==> config.mk <==
export PLATFORM = sky130hd
export DESIGN_NAME = addsub_arbiter
export DESIGN_NICKNAME = d
export VERILOG_FILES = /design/src/rtl/addsub_arbiter.sv
export SDC_FILE = /design/constraint.sdc
export NUM_CORES = 1
export LEC_CHECK = 0
export CAP_MARGIN = 10
export CORE_AREA = 4 4 202 204
export CTS_CLUSTER_SIZE = 40
export DETAILED_ROUTE_END_ITERATION = 10
export DIE_AREA = 0 0 206 208
export SYNTH_ARGS = -nofsm -noshare
export SYNTH_HDL_FRONTEND = slang
export SYNTH_SLANG_ARGS = --single-unit
==> constraint.sdc <==
create_clock -name clk -period 2.2 [get_ports clk]
set_input_delay 0.44 -clock clk [delete_from_list [all_inputs] [get_ports clk]]
set_output_delay 0.44 -clock clk [all_outputs]
set_load 0.01 [all_outputs]
==> src/rtl/addsub_arbiter.sv <==
// addsub_arbiter: shares one external 64-bit add/sub unit between two
// requesters (execute stage and address generation). One operation is in
// flight at a time: IDLE accepts a request, ISSUE drives the unit and
// captures its result, and RESP presents the result to the granted requester.
// Build option: define ADDSUB_ARB_RR_EN for round-robin arbitration between
// the requesters. Without it, requester 0 has fixed priority.
module addsub_arbiter (
    input  logic        clk,
    input  logic        rst,

    input  logic        req0_valid,
    output logic        req0_ready,
    input  logic [63:0] req0_a,
    input  logic [63:0] req0_b,
    input  logic        req0_sub,

    input  logic        req1_valid,
    output logic        req1_ready,
    input  logic [63:0] req1_a,
    input  logic [63:0] req1_b,
    input  logic        req1_sub,

    output logic [63:0] au_a,
    output logic [63:0] au_b,
    output logic [3:0]  au_ctrl,
    input  logic [63:0] au_result,
    input  logic        au_cout,

    output logic        rsp0_valid,
    input  logic        rsp0_ready,
    output logic        rsp1_valid,
    input  logic        rsp1_ready,
    output logic [63:0] rsp_result,
    output logic        rsp_cout
);

    typedef enum logic [1:0] {
        IDLE  = 2'd0,
        ISSUE = 2'd1,
        RESP  = 2'd2
    } state_t;

    state_t state;
    state_t state_next;

    logic   op_sub;
    logic   grant_id;
    logic   pick1;
    logic   accept;

`ifdef ADDSUB_ARB_RR_EN
    logic   last_grant;

    // Round-robin choice: on a tie the requester not granted last time wins.
    always_comb begin
        pick1 = 1'b0;
        if (req0_valid && req1_valid) begin
            pick1 = ~last_grant;
        end else begin
            pick1 = req1_valid;
        end
    end

    // Remember who was granted most recently; reset favours requester 0 next.
    always_ff @(posedge clk) begin
        if (rst) begin
            last_grant <= 1'b1;
        end else if (accept) begin
            last_grant <= pick1;
        end
    end
`else
    // Fixed priority: requester 1 wins only when requester 0 is idle.
    always_comb begin
        pick1 = 1'b0;
        pick1 = req1_valid && !req0_valid;
    end
`endif

    // State register; reset abandons any operation in flight.
    always_ff @(posedge clk) begin
        if (rst) begin
            state <= IDLE;
        end else begin
            state <= state_next;
        end
    end

    // Next-state decode plus handshake and unit-control outputs.
    always_comb begin
        state_next = state;
        req0_ready = 1'b0;
        req1_ready = 1'b0;
        rsp0_valid = 1'b0;
        rsp1_valid = 1'b0;
        au_ctrl    = 4'b0000;
        accept     = 1'b0;
        case (state)
            IDLE: begin
                req0_ready = req0_valid && !pick1;
                req1_ready = req1_valid && pick1;
                accept     = req0_ready || req1_ready;
                if (accept) begin
                    state_next = ISSUE;
                end
            end
            ISSUE: begin
                au_ctrl    = op_sub ? 4'b1100 : 4'b0000;
                state_next = RESP;
            end
            RESP: begin
                rsp0_valid = !grant_id;
                rsp1_valid = grant_id;
                if ((!grant_id && rsp0_ready) || (grant_id && rsp1_ready)) begin
                    state_next = IDLE;
                end
            end
            default: begin
                state_next = IDLE;
            end
        endcase
    end

    // Operand capture on accept and result capture at the end of ISSUE.
    // The operand registers feed the unit directly, so they hold their last
    // value once the operation has moved on.
    always_ff @(posedge clk) begin
        if (rst) begin
            au_a       <= 64'd0;
            au_b       <= 64'd0;
            op_sub     <= 1'b0;
            grant_id   <= 1'b0;
            rsp_result <= 64'd0;
            rsp_cout   <= 1'b0;
        end else begin
            if (accept) begin
                au_a     <= pick1 ? req1_a : req0_a;
                au_b     <= pick1 ? req1_b : req0_b;
                op_sub   <= pick1 ? req1_sub : req0_sub;
                grant_id <= pick1;
            end
            if (state == ISSUE) begin
                rsp_result <= au_result;
                rsp_cout   <= au_cout;
            end
        end
    end

endmodule

# After elaboration in Yosys (flattened, before gate mapping)
# Cells that the tools add are included.
dict set report classes {
  mul 0
  order_cmp 0
  n_shift 0
  n_bitwise 0
  n_div 0
  eq_ne 4
  n_addsub 0
  mux 13
  reduce_logical 12
}
# op n
set ops {}
lappend ops {{$mux 64} 2}
lappend ops {{$mux 4} 2}
lappend ops {{$mux 1} 6}
lappend ops {{$pmux 2 s3} 1}
lappend ops {{$logic_and 1x1->1} 5}
lappend ops {{$mux 2} 2}
lappend ops {{$ne 2x2->1 const B} 2}
lappend ops {{$logic_not 1->1} 3}
lappend ops {{$eq 2x1->1 const B} 1}
lappend ops {{$eq 2x2->1 const B} 1}
lappend ops {{$logic_not 2->1} 1}
lappend ops {{$logic_or 1x1->1} 2}
lappend ops {{$reduce_and 2->1} 1}
dict set report word_totals {
  latchBits 0
  mem_bits_ro 0
  output_inout_bits 201
  ramBits 0
  n_memories 0
  register_bits 197
  in_bits 329
  wordCells 36
}

# Longest topological paths before layout
dict set report logic_depth {
  depth_word 7
  mapped_depth 7
  mapped_depth_nobuf 3
}

# Least setup slack after synthesis
# OpenSTA, ideal clock, no wires.
dict set report synth_timing {
  path_type {register to output}
  from {register state[0]}
  to {output au_ctrl[3]}
  stages_incl_launch_ff 6
  path_slack_ns 0.480
  n_path_buf 3
  t_required_ns 1.760
  arrival_ns 1.280
  cell_sequence {dfxtp_1 nor2b_1 buf_2 buf_2 and2_1 buf_4}
}
dict set report synth_via {
  elab_chain_cells 2
}
# item line
set synth_lines {}
lappend synth_lines {{start, declared} 43} ;# state_t state;
lappend synth_lines {{start signal, assigned} 85} ;# state <= state_next;
lappend synth_lines {{$eq 2x1->1} 98} ;# case (state)
lappend synth_lines {{$mux 4} 98}
lappend synth_lines {{end, declared} 25} ;# output logic [3:0] au_ctrl,
# No other way between the ends.

# Worst setup path after layout
dict set report layout_timing {
  from {input req0_valid}
  to {output req0_ready}
}
dict set report layout_via {
  elab_chain_cells 5
}
# item line
set layout_lines {}
lappend layout_lines {{start, declared} 11} ;# input logic req0_valid,
lappend layout_lines {{$logic_not 1->1} 76} ;# pick1 = req1_valid && !req0_valid;
lappend layout_lines {{$logic_and 1x1->1} 76}
lappend layout_lines {{$logic_not 1->1} 100} ;# req0_ready = req0_valid && !pick1;
lappend layout_lines {{$logic_and 1x1->1 (*)} 100}
lappend layout_lines {{$mux 1 (*)} 98}
lappend layout_lines {{end, declared} 12} ;# output logic req0_ready,
# Every way passes the cells marked *; elsewhere a longest branch is shown, timed or not.

==> impl_metrics.py <==
metrics = {
    "final_layout": {
        "area_delta_synth_final_pct": 76.5,
        "diodes": 0,
        "final_common_cell": "clkdlybuf4s50_1",
        "nets": 1858,
        "drive_gt1_frac": 0.128,
        "final_core_util": 0.395,
        "final_cell_mix": "clkdlybuf4s50_1, nand2_1, a21oi_1",
        "final_area_um2": 15500,
        "final_cells": 2067,
    },
    "critical_path": {
        "cp-start-kind": "input port",
        "r2r-start": "state[0]$_SDFFE_PP0P_",
        "reg2reg_depth": 5,
        "path_class": "in2out",
        "critPathMaxFanout": 3,
        "critPathArrivalTime_ns": 1.73,
        "cp-end-kind": "primary output",
        "required_ns": 1.76,
        "r2r_setup_slack_ns": 0.51,
        "worstReg2RegEnd": "au_a[7]$_SDFFE_PP0P_",
    },
    "place": {
        "dp_cells": 2033,
        "dp.final_hpwl_mm": 27.6,
        "place_area_um2": 14900,
        "io_buffers": 527,
        "place_congestion": 0.804,
    },
    "global_route": {
        "grt_pass1_vias": 9566,
        "grt_max_degree": 100,
        "grt.total_usage": 0.167,
        "grt_antenna_before_repair": 0,
        "grt-ovfl-total": 0,
        "grt_pass1_wl_mm": 56.0,
    },
    "sta": {
        "rsz0062_at_grt": "no",
        "setup_viol": 0,
        "tightest_slew_ns": 0.701,
        "slew_headroom": 0.533,
        "timing.fmax_mhz": 460,
        "fin_crit_ns": 2.17,
        "slew_violations": 0,
        "finalSetupTns_ns": 0,
        "min_period_over_period": 0.987,
        "hold_viol": 0,
        "clock_skew_ns": 0.0106,
    },
    "synth": {
        "yosys.area_share.simple": 0.177,
        "avgSynthCellArea_um2": 8.46,
        "synth_warnings": 0,
        "synth_xor_area_frac": 0,
        "ys.flop_type": "dfxtp_1",
        "synth_top_cell_area_share": 0.449,
        "synth_area_um2": 8780,
        "ys_ff_latch": 197,
        "synth_adder_area_share": 0,
        "synth-edff-count": 0,
        "synth_compound_area_frac": 0.311,
        "synth_top_family_by_area": "compound AO/OA/AOI/OAI gates",
        "synth.yosys.seq_area_share": 0.449,
        "async_reset_ff_frac": 0,
        "synthDistinctLibCells": 22,
        "synthMuxAreaShare": 0.00114,
        "synth_area_leaders": "dfxtp_1, a311oi_2, nand2_1",
        "syn_inst": 1038,
        "yosys.area.top_type": "dfxtp_1",
    },
    "power": {
        "leakage_nw": 5.58,
        "power_density_nw_per_um2": 692,
        "vdd_drop_max_mv": 0.478,
    },
    "worst_hold_path": {
        "hold_path_end": "rsp_result[31]$_SDFFE_PP0N_",
        "whs_path_depth": 2,
        "min-delay-path-class": "reg2reg",
        "hold_start": "rsp_result[31]$_SDFFE_PP0N_",
    },
    "route": {
        "wl_per_cell_um": 18.2,
        "via_per_inst": 4.59,
        "drtIter0Drc": 473,
        "routed_wirelength_mm": 37.6,
        "vias": 9488,
        "ant_nets": 0,
        "drc_errors": 0,
        "firstDrtPassIters": 4,
    },
    "clocking": {
        "cts_buffers": 17,
        "cts.sinks": 197,
        "cts-root-buf": "clkbuf_16",
        "clkLatencyLatePin_ns": 0.47,
        "path_clk_slew_ns": 0.07,
        "clk_path_buf_depth": 2,
        "cts_tree": "done",
        "h-tree-depth": 4,
    },
    "die": {
        "num_rows": 73,
        "dieArea_um2": 42800,
        "initial_core_util": 0.224,
        "num_io_pins": 530,
        "fp.coreArea_um2": 39300,
        "dieHeight_um": 208,
        "chipWidth_um": 206,
    },
    "job": {
        "maxCapViolCount": 0,
    },
    "run_status": {
        "status": "finished, final reports clean",
    },
}
==> worst max-delay path: stages <==
cell,delay (ns)
clkdlybuf4s50_1,0.49
buf_4,0.12
and2_1,0.13
clkdlybuf4s50_1,0.56
==> state kept, by name, summed over array words and instances (netlist names) <==
name,flops
au_a,64
au_b,64
rsp_result,64
state,2
grant_id,1
op_sub,1
rsp_cout,1
==> final cells by class <==
type	count	area, um2
Fill cell	3927	23800
Timing Repair Buffer	582	5940
Multi-Input combinational cell	731	4330
Sequential cell	197	3950
Tap cell	525	657
Clock buffer	17	425
Clock inverter	15	191
==> where the power goes <==
| group | internal [mW] | leakage (nW) | switching (mW) |
|---|---|---|---|
| clock | 1.82 | 0.298 | 1.57 |
| sequential | 3.94 | 1.63 | 0.219 |
| combinational | 1.72 | 3.66 | 1.45 |
| total | 7.49 | 5.58 | 3.23 |
==> cells by family (layout without fill, tap and decap cells) <==
group,count (synthesis),in the layout
other,1,2
multiplexers,1,1
buffers and inverters,111,614
AND/OR/NAND/NOR,403,403
AO/OA/AOI/OAI,325,325
flip-flops,197,197
==> routing by layer <==
metal | share of wire | routed length (um) | GRT usage
met3 | 0.092 | 3450 | 0.0591
met1 | 0.41 | 15400 | 0.200
met2 | 0.47 | 17700 | 0.274
met4 | 0.027 | 1030 | 0.0617
met5 | 0 | 0 | 0
==> worst max-delay path by stage <==
stage / startpoint / to / slack [ns] / cells after the start
after floorplan: state[0]$_SDFFE_PP0P_ / au_ctrl[3] / 0.48 / 5
after global placement: req1_valid / req1_ready / -0.01 / 4
after detailed placement: req1_valid / au_b[32]$_SDFFE_PP0P_ / 0.006 / 6
after CTS: state[1]$_SDFFE_PP0P_ / rsp0_valid / 0.01 / 2
after global routing: state[1]$_SDFFE_PP0P_ / rsp0_valid / 0.001 / 2
final: req0_valid / req0_ready / 0.03 / 4
==> synthesized netlist by cell type, types with 2 or more instances <==
master / count
nand2b_1: 2
nand2_1: 388
a311oi_2: 99
buf_2: 21
and2_1: 3
buf_4: 4
buf_6: 11
dfxtp_1: 197
a311oi_1: 30
nor3_1: 2
buf_1: 5
clkbuf_1: 70
a21oi_1: 196
nor2b_1: 2
==> metrics by stage <==
stage | setup WS, ns | hold slack (ns) | power, mW
global route | 0.00109 | 0.477 | 11.2
floorplan | 0.480 | 0.481 | 5.63
finish | 0.0284 | 0.455 | 10.7
CTS | 0.0108 | 0.456 | 10.9
global placement | -0.0123 | 0.442 | 7.40
detailed placement | 0.00642 | 0.446 | 7.43
==> timing repair <==
item / 4_1_cts / 5_1_grt
gates resized for setup: 7 / 2
buffers inserted: 2 / 0
hold buffers: 0 / 0
pin swaps: 1 / 0
endpoints found under the setup margin: 5 / 2
Power figures use the tool's default switching activity.
